## config.mk

```make
export PLATFORM = sky130hd
export DESIGN_NAME = nw_output_scheduler_flat
export DESIGN_NICKNAME = d
export VERILOG_FILES = /design/src/rtl/nw_output_scheduler_if.sv /design/src/rtl/nw_output_scheduler.sv /design/src/flat_wrapper.sv
export SDC_FILE = /design/constraint.sdc
export NUM_CORES = 1
export LEC_CHECK = 0
export ABC_AREA = 1
export BUFFER_PORTS_ARGS = -buffer_cell sky130_fd_sc_hd__buf_2
export CORE_ASPECT_RATIO = 1.5
export CORE_UTILIZATION = 52
export CTS_BUF_LIST = sky130_fd_sc_hd__clkbuf_8
export CTS_CLUSTER_DIAMETER = 60
export DETAILED_ROUTE_END_ITERATION = 6
export GPL_ROUTABILITY_DRIVEN = 0
export PLACE_DENSITY = 0.75
export SLEW_MARGIN = 10
export SYNTH_ARGS = -nofsm -noshare
export SYNTH_HDL_FRONTEND = slang
export SYNTH_SLANG_ARGS = --single-unit
```

## constraint.sdc

```tcl
create_clock -name clk -period 9.43 [get_ports clk]
set_input_delay 0.943 -clock clk [delete_from_list [all_inputs] [get_ports clk]]
set_output_delay 0.943 -clock clk [all_outputs]
set_load 0.01 [all_outputs]
```

## src/rtl/nw_output_scheduler_if.sv

```systemverilog
// rtl/nw_output_scheduler_if.sv - request/grant/credit bundle between requesters and the output scheduler
interface nw_output_scheduler_if #(
    parameter int size         = 8,
    parameter int credit_depth = 4
);
    localparam int cw = $clog2(credit_depth + 1);

    logic [size-1:0] request;
    logic [size-1:0] req_tail;
    logic            credit_in;
    logic [size-1:0] grant;
    logic            locked;
    logic [size-1:0] owner;
    logic [cw-1:0]   credits;
    logic            cred_err;

    // Requester / downstream side
    modport master (
        output request, req_tail, credit_in,
        input  grant, locked, owner, credits, cred_err
    );

    // Scheduler side
    modport slave (
        input  request, req_tail, credit_in,
        output grant, locked, owner, credits, cred_err
    );
endinterface

```

## src/rtl/nw_output_scheduler.sv

```systemverilog
// rtl/nw_output_scheduler.sv - packet-locking round-robin output scheduler with downstream credits
module nw_output_scheduler #(
    parameter int size         = 8,
    parameter int credit_depth = 4
) (
    input  logic                  clk,
    input  logic                  rst,
    nw_output_scheduler_if.slave  bus
);
    localparam int pw = (size > 1) ? $clog2(size) : 1;
    localparam int cw = $clog2(credit_depth + 1);

    typedef enum logic {
        IDLE,
        LOCKED
    } state_t;

    state_t          state_q, state_d;
    logic [size-1:0] owner_q, owner_d;
    logic [pw-1:0]   ptr_q, ptr_d;
    logic [cw-1:0]   credits_q;
    logic            cred_err_q;

    logic [size-1:0] grant_c;
    logic            xfer;
    logic            credit_ok;
    logic            win_found;
    logic [pw-1:0]   win_idx;
    logic [pw-1:0]   owner_idx;

    // Round-robin successor of an index, wrapping size-1 back to 0
    function automatic logic [pw-1:0] ptr_next(input logic [pw-1:0] p);
        return (int'(p) == size - 1) ? '0 : p + 1'b1;
    endfunction

    // First requester at or after ptr, scanning with wrap-around
    always_comb begin
        int cand;
        win_found = 1'b0;
        win_idx   = '0;
        cand      = 0;
        for (int i = 0; i < size; i++) begin
            cand = int'(ptr_q) + i;
            if (cand >= size) begin
                cand = cand - size;
            end
            if (!win_found && bus.request[cand]) begin
                win_found = 1'b1;
                win_idx   = pw'(cand);
            end
        end
    end

    // Binary index of the one-hot owner
    always_comb begin
        owner_idx = '0;
        for (int i = 0; i < size; i++) begin
            if (owner_q[i]) begin
                owner_idx = pw'(i);
            end
        end
    end

    assign credit_ok = (credits_q != '0);

    // Next-state and combinational grant; grant is forced low while reset is held
    always_comb begin
        state_d = state_q;
        owner_d = owner_q;
        ptr_d   = ptr_q;
        grant_c = '0;
        case (state_q)
            IDLE: begin
                if (credit_ok && win_found) begin
                    grant_c[win_idx] = 1'b1;
                    if (bus.req_tail[win_idx]) begin
                        ptr_d = ptr_next(win_idx);
                    end else begin
                        state_d = LOCKED;
                        owner_d = grant_c;
                    end
                end
            end
            LOCKED: begin
                if (credit_ok) begin
                    grant_c = owner_q & bus.request;
                end
                if ((|grant_c) && (|(owner_q & bus.req_tail))) begin
                    state_d = IDLE;
                    owner_d = '0;
                    ptr_d   = ptr_next(owner_idx);
                end
            end
            default: begin
                state_d = IDLE;
                owner_d = '0;
            end
        endcase
        if (rst) begin
            grant_c = '0;
        end
    end

    assign xfer = |grant_c;

    // Arbitration state: FSM, owner and round-robin pointer
    always_ff @(posedge clk or posedge rst) begin
        if (rst) begin
            state_q <= IDLE;
            owner_q <= '0;
            ptr_q   <= '0;
        end else begin
            state_q <= state_d;
            owner_q <= owner_d;
            ptr_q   <= ptr_d;
        end
    end

    // Credit counter with saturation and sticky overflow flag
    always_ff @(posedge clk or posedge rst) begin
        if (rst) begin
            credits_q  <= cw'(credit_depth);
            cred_err_q <= 1'b0;
        end else if (xfer && !bus.credit_in) begin
            credits_q <= credits_q - 1'b1;
        end else if (bus.credit_in && !xfer) begin
            if (credits_q == cw'(credit_depth)) begin
                cred_err_q <= 1'b1;
            end else begin
                credits_q <= credits_q + 1'b1;
            end
        end
    end

    assign bus.grant    = grant_c;
    assign bus.locked   = (state_q == LOCKED);
    assign bus.owner    = owner_q;
    assign bus.credits  = credits_q;
    assign bus.cred_err = cred_err_q;

endmodule

```

## src/flat_wrapper.sv

```systemverilog
// flat-port wrapper written by rule: the top's interface ports become plain ports
module nw_output_scheduler_flat 
#(
    parameter int size         = 8,
    parameter int credit_depth = 4
)
  (clk, rst, bus_request, bus_req_tail, bus_credit_in, bus_grant, bus_locked, bus_owner, bus_credits, bus_cred_err);
  nw_output_scheduler_if #(.size(size), .credit_depth(credit_depth)) bus_i ();
  input  logic clk;
  input  logic rst;
  input wire logic [$bits(bus_i.request)-1:0] bus_request;
  input wire logic [$bits(bus_i.req_tail)-1:0] bus_req_tail;
  input wire logic [$bits(bus_i.credit_in)-1:0] bus_credit_in;
  output wire logic [$bits(bus_i.grant)-1:0] bus_grant;
  output wire logic [$bits(bus_i.locked)-1:0] bus_locked;
  output wire logic [$bits(bus_i.owner)-1:0] bus_owner;
  output wire logic [$bits(bus_i.credits)-1:0] bus_credits;
  output wire logic [$bits(bus_i.cred_err)-1:0] bus_cred_err;
  assign bus_i.request = bus_request;
  assign bus_i.req_tail = bus_req_tail;
  assign bus_i.credit_in = bus_credit_in;
  assign bus_grant = bus_i.grant;
  assign bus_locked = bus_i.locked;
  assign bus_owner = bus_i.owner;
  assign bus_credits = bus_i.credits;
  assign bus_cred_err = bus_i.cred_err;
  nw_output_scheduler #(.size(size), .credit_depth(credit_depth)) u_core (.clk(clk), .rst(rst), .bus(bus_i));
endmodule
```

### Word level (Yosys, flattened, before mapping)

Index checks and enable logic that the tools add are counted.
Widths: inputs -> output; s select.

| storage, ports and cells | value |
|---|---|
| flip-flop bits (word level) | 16 |
| bits in latches | 0 |
| RAM bits | 0 |
| memory bits (read-only) | 0 |
| bits of input ports | 19 |
| output and inout bits | 21 |
| word-level logic and storage cells | 165 |
| memories | 0 |

| operators by class | value |
|---|---|
| $add $sub $neg | 19 |
| $mul | 0 |
| divide/modulo/power cells | 0 |
| magnitude comparators | 18 |
| equal/unequal tests | 8 |
| shifts and indexed selects | 0 |
| muxes and demuxes | 81 |
| bitwise operators | 4 |
| reductions and logical operators | 30 |

Operators with widths:

| kind | count |
|---|---|
| $lt 32x5->1 const B | 8 |
| $mux 32 | 8 |
| $ge 32x5->1 const B | 7 |
| $sub 32x5->32 const B | 7 |
| $mux 3 | 20 |
| $mux 8 | 7 |
| $pmux 8 s2 | 2 |
| $mux 1 | 30 |
| $bmux 1 s3 | 9 |
| $reduce_or 8->1 | 3 |
| $add 3x3->4 const B | 4 |
| $and 8x8->8 | 2 |
| $logic_and 1x1->1 | 12 |
| $add 3x1->3 const B | 3 |
| $logic_not 1->1 | 9 |
| $reduce_and 3->1 | 3 |
| $add 3x2->4 const B | 2 |
| $eq 3x1->1 const B | 2 |
| $ne 2x1->1 const B | 3 |
| $pmux 3 s2 | 1 |
| $sub 3x4->5 const B | 1 |
| $add 3x1->4 const B | 1 |
| $ge 3x4->1 const B | 1 |
| $lt 3x4->1 const B | 1 |
| other kinds (11) | 14 |

### Depth between registers and ports, before layout

| logic depth | value |
|---|---|
| depth after elaboration | 39 |
| gate-level depth with buffers | 30 |

### Least setup slack after synthesis

No wires, ideal clock.

| timing | value |
|---|---|
| path kind | reg-to-reg |
| start point | register u_core.ptr_q[1] |
| end point | register u_core.credits_q[2], in the netlist u_core.bus.credits[2] |
| setup time | 0.075 ns |
| arrival time | 3.813 ns |
| required time | 9.355 ns |
| setup slack | 5.542 ns |
| stages on the path, launching flop included | 25 |
| clock period less this slack | 3.888 ns |
| cells stage by stage | dfrtp_1 > buf_6 > clkinv_2 > ha_1 > inv_1 > nand3_1 > nand3_2 > nand2_4 > nor2_8 > nand4_4 > nor2_4 > nand3_1 > nand3_2 > nand2_4 > nor2_1 > nand3_1 > a21oi_1 > nor2_1 > nand3_1 > ha_1 > inv_1 > fa_1 > or2_2 > nand3_1 > xor2_1 |

| between the ends | value |
|---|---|
| cells in the longest elaborated chain, start to end | 39 |
| elaborated cells on any way between the ends | 102 |
| those cells by class | add/sub: 15; order compare: 10; eq/ne: 1; mux: 54; reduce/logical: 22 |

RTL lines:

| item | RTL line | text |
|---|---|---|
| from (decl) | nw_output_scheduler.sv:20 | `logic [pw-1:0] ptr_q, ptr_d;` |
| from (signal assigned) | nw_output_scheduler.sv:115 | `ptr_q <= ptr_d;` |
| parallel branches: the longest is 31 deep, another holds $sub 32x5->32 | n/a |  |
| $mux 8 * | nw_output_scheduler.sv:74 | `if (credit_ok && win_found) begin` |
| $pmux 8 s2 * | nw_output_scheduler.sv:72 | `case (state_q)` |
| $mux 8 * | nw_output_scheduler.sv:99 | `if (rst) begin` |
| named net bus_grant[7] | flat_wrapper.sv:14 | `output wire logic [$bits(bus_i.grant)-1:0] bus_grant;` |
| $reduce_or 8->1 * | nw_output_scheduler.sv:104 | `assign xfer = \|grant_c;` |
| $logic_not 1->1 | nw_output_scheduler.sv:126 | `end else if (bus.credit_in && !xfer) begin` |
| $logic_and 1x1->1 | nw_output_scheduler.sv:126 |  |
| $reduce_bool 2->1 (no source line) | n/a |  |
| $reduce_and 2->1 (no source line) | n/a |  |
| to (signal assigned) | nw_output_scheduler.sv:122 | `credits_q <= cw'(credit_depth);` |
| to (signal assigned) | nw_output_scheduler.sv:125 | `credits_q <= credits_q - 1'b1;` |
| to (signal assigned) | nw_output_scheduler.sv:130 | `credits_q <= credits_q + 1'b1;` |
| to (decl) | nw_output_scheduler.sv:21 | `logic [cw-1:0] credits_q;` |

Mark *: on every way through the listed nets, which the timed path passes. The select of a mux whose other input is x is not followed.
A chain may end at the register's enable or synchronous reset.

### Final worst setup path

| timing | value |
|---|---|
| start point | register u_core.ptr_q[0] |
| end point | register u_core.credits_q[2], in the netlist u_core.bus.credits[2] |

| between the ends | value |
|---|---|
| cells in the longest elaborated chain, start to end | 39 |
| elaborated cells on any way between the ends | 102 |
| those cells by class | add/sub: 15; order compare: 10; eq/ne: 1; mux: 54; reduce/logical: 22 |

RTL lines:

| item | RTL line |
|---|---|
| parallel branches: the longest is 31 deep, another holds $sub 32x5->32 | n/a |
| $mux 8 * | nw_output_scheduler.sv:74 |
| $pmux 8 s2 * | nw_output_scheduler.sv:72 |
| $mux 8 * | nw_output_scheduler.sv:99 |
| $reduce_or 8->1 * | nw_output_scheduler.sv:104 |
| $logic_not 1->1 | nw_output_scheduler.sv:126 |
| $logic_and 1x1->1 | nw_output_scheduler.sv:126 |
| $reduce_bool 2->1 (no source line) | n/a |
| $reduce_and 2->1 (no source line) | n/a |

Mark *: on every way between the ends. The select of a mux whose other input is x is not followed.

==> results by stage <==
Synth:
- The cell area after synthesis is 2190 um2.
- The count of different cell masters after synthesis is 40.
- The top cell type's share of synthesized area is 0.216.
- The net count after synthesis is 389.
- The post-synthesis register bit count is 16.
- The cell type contributing the most total cell area after synthesis is nand2_1.
- After technology mapping, the gate count stands at 362.
- A synthesized cell averages 6.05 um2.
- After synthesis, the cell types taking the most area are nand2_1, dfrtp_1, nand3_1.
- The Yosys warning count is 0.
- Of the synthesized area, sequential elements account for 0.183.

Clock tree:
- The tree built by TritonCTS fans out to 16 sinks.
- The insertion delay of the later-clocked pin in the worst-skew pair is 0.26 ns.
- Once the clock tree was built, the resizer swapped 0 gates to a different size.
- The CTS tree is yes.
- The longest clock path from root to sink contains 2 buffers.
- The tree is rooted in a clkbuf_8.
- The count of hold-fix buffers inserted at cts is 0.
- The post-CTS setup buffer count is 0.
- The clock-pin slew reported for the worst setup and hold paths after clock tree synthesis is 0.07 ns.
- The maximum level of the CTS H-tree is 1.
- The number of buffers created by CTS is 3.

Floorplanning:
- Row generation in the floorplan step produced 28 rows.
- The region available for standard cell placement spans 3990 um2.
- The initial utilization of the core area, before any placement, comes to 0.548.
- During I/O placement, the number of pins put on the boundary was 40.
- The floorplan step defined a die boundary enclosing 4480 um2.
- In this run the vertical extent of the chip is 81.5 um.
- The die extent in x is 55.0 um.

Global routing:
- The via count of the first global-routing pass is 2476.
- The met1 global-route usage is 0.354.
- The initial antenna violation count is 0.
- The busiest metal layer after global routing is met2.
- The routing usage on met3 is 0.0870.
- For this run, the total global-route usage over all layers was measured as 0.350.
- The wire length of the first global-routing pass is 11.2 mm.
- The aggregate global routing overflow is 0.
- For this run, global-route usage on met2 was measured as 0.577.
- Entering global routing, the biggest net connects 25 pins.

STA:
- The worst-case headroom to the max-slew limit is 0.487.
- The clock arrives with 0.00382 ns of skew.
- Setup repair after global routing left no endpoint under its margin.
- Across all setup checks in the final design, the least slack found is 4.84 ns.
- The number of pins with negative max-slew slack in the final report is 0.
- The total of endpoints with negative setup slack in the final report is 0.
- The final critical path time including I/O delays and setup is 4.59 ns.
- The accumulated negative setup slack is 0 ns.
- The worst-margin pin slew is 0.765 ns.
- The final-report hold violation count is 0.
- The portion of the clock cycle consumed by the worst path in the final layout is 0.487.
- Timing would allow up to 218 MHz.

Routing:
- For this run, design rule violations remaining after detail routing come to 0.
- The detail route stage leaves a number of antenna-violating nets equal to 0.
- The final routed wire length divided by cell count is 15.4 um.
- The number of vias in the routed layout is 2592.
- The post-detailed-route via-to-cell ratio is 5.82.
- The number of iterations in the first detailed-routing pass is 6.
- The first routing iteration left 135 violations.
- The final layout contains routed wiring with a total length of 6.85 mm.

Cells and area:
- The library cells used most frequently in the layout, excluding fill and tap cells, are nand2_1, nand3_1, inv_1, buf_2, nor2_1.
- The multi-input combinational cells in the finished layout cover a total of 1570 um2.
- The number of fill cells is 420.
- The fraction of final layout cells with drive strength greater than 1 is 0.210.
- In the final layout, flip-flops and latches occupy 402 um2.
- The count of nets after finishing is 428.
- The number of antenna cells inserted is 0.
- The core utilization of the finished layout is 0.615.
- Relative to the synthesized area, the layout overhead comes to 12.1%.
- Leaving out fill and tap cells, the most frequent cell in the layout is nand2_1.
- For this run, the number of standard cells in the final layout without fillers is 445.

Setup path:
- The worst setup path is launched from a register.
- The worst setup path startpoint is u_core.ptr_q[0].
- The beginning of the worst register-to-register path is u_core.ptr_q[0].
- Data on the critical path is required at its endpoint by 9.62 ns.
- The critical path's top delay family is simple AND/OR/NAND/NOR gates.
- The internal reg-to-reg setup slack is 4.84 ns.
- The critical path class is register to register.
- The delay of the slowest cell on the worst path is 0.61 ns.
- Together, buffers and inverters on the worst path number 4.
- At the worst endpoint, the arrival time is 4.79 ns.
- Among all stages on the critical path, the largest delay is contributed by dfrtp_1.
- STA classifies the critical path endpoint as a register.
- The cell occurring most often along the worst timing path is nand2_1.
- The peak fanout along the critical path is 12.

Placement:
- Port buffering added 39 buffers.
- The worst slack at placement is 4.92 ns.
- The HPWL after detailed placement is 5.55 mm.
- The instance count after placement with tap cells included is 441.

Hold path:
- The startpoint of the lowest-slack hold path is u_core.bus.cred_err.
- The path type of the worst min-delay path is register to register.

Outcome:
- The run finished with clean final reports.

Power:
- In this run the power density over the cells is 404 nW/um2.
- In this run the static leakage power is 1.46 nW.
- IR analysis of the VDD net gives a maximum drop of 0.240 mV.

Job:
- The number of max-capacitance violations reported is 0.
==> per-layer routing <==
layer | part of all wire | vias up
li1 | - | 1241
met1 | 0.34 | 1166
met2 | 0.50 | 141
met3 | 0.074 | 44
met4 | 0.082 | 0
met5 | 0 | -
==> cells by family (layout without fill, tap and decap cells) <==
| family | Yosys count | count (layout) | synth area share |
|---|---|---|---|
| AND/OR/NAND/NOR | 254 | 254 | 0.558 |
| AO/OA/AOI/OAI | 25 | 25 | 0.0709 |
| XOR/XNOR | 7 | 7 | 0.0383 |
| buffers and inverters | 52 | 90 | 0.100 |
| adder cells (fa/ha/maj) | 8 | 8 | 0.0491 |
| flip-flops | 16 | 16 | 0.183 |
==> synth_stat cells <==
library cell / instances
o21ai_0: 8
xnor2_1: 2
a22o_1: 2
nand2_4: 5
o21bai_1: 1
clkbuf_1: 2
nor4_1: 2
nor2_1: 36
nand3_2: 8
a21oi_1: 7
xnor2_2: 2
nor2_8: 1
nand2_1: 126
nand4_1: 4
nand3b_1: 1
clkinv_2: 1
nand2_2: 6
xor2_1: 2
nor2_4: 2
a32o_1: 1
a221oi_1: 1
inv_1: 39
o22ai_1: 1
ha_1: 7
clkinv_1: 2
nand3b_4: 1
xor2_2: 1
dfstp_2: 1
fa_1: 1
dfrtp_1: 15
nand3_1: 56
o31ai_1: 1
nand4_4: 1
o21ai_2: 1
o21ai_1: 1
buf_6: 3
inv_2: 5
or2_2: 2
a31o_2: 1
nor2_2: 3
==> path summary, 6_finish.rpt <==
path                                         end  depth (start not counted)
setup / recovery           u_core.bus.credits[2]                         27
hold / removal               u_core.bus.cred_err                          1
setup reg to reg           u_core.bus.credits[2]                         27
hold reg to reg              u_core.bus.cred_err                          1
max in group asynchronous      u_core.bus.locked                          2
min in group asynchronous  u_core.bus.credits[0]                          2
==> stage by stage <==
step	hold slack [ns]	instance area (um2)	power (mW)
floorplan	0.512	2190	0.744
global placement	0.452	2400	0.898
detailed placement	0.468	2400	0.910
CTS	0.484	2450	0.978
global route	0.532	2450	1.09
finish	0.481	2450	0.992
==> final cells by class <==
class,count,share of cell area
tap,45,0.0229
timing repair buffer,39,0.0795
sequential,16,0.164
inverter,47,0.0724
multi-input combinational,294,0.639
clock buffer,4,0.0224
==> sequential cells by signal, indices dropped and copies added (netlist names) <==
| register | flops |
|---|---|
| u_core.bus.cred_err | 1 |
| u_core.bus.credits | 3 |
| u_core.bus.owner | 8 |
| u_core.bus.locked | 1 |
| u_core.ptr_q | 3 |
==> report_power, final <==
group          switching, mW  leakage [nW]  internal [mW]
registers             0.0423         0.202         0.0951
clock network         0.0277        0.0288         0.0372
logic                  0.527          1.23          0.262
No activity file was read; power rests on OpenSTA's default activity.
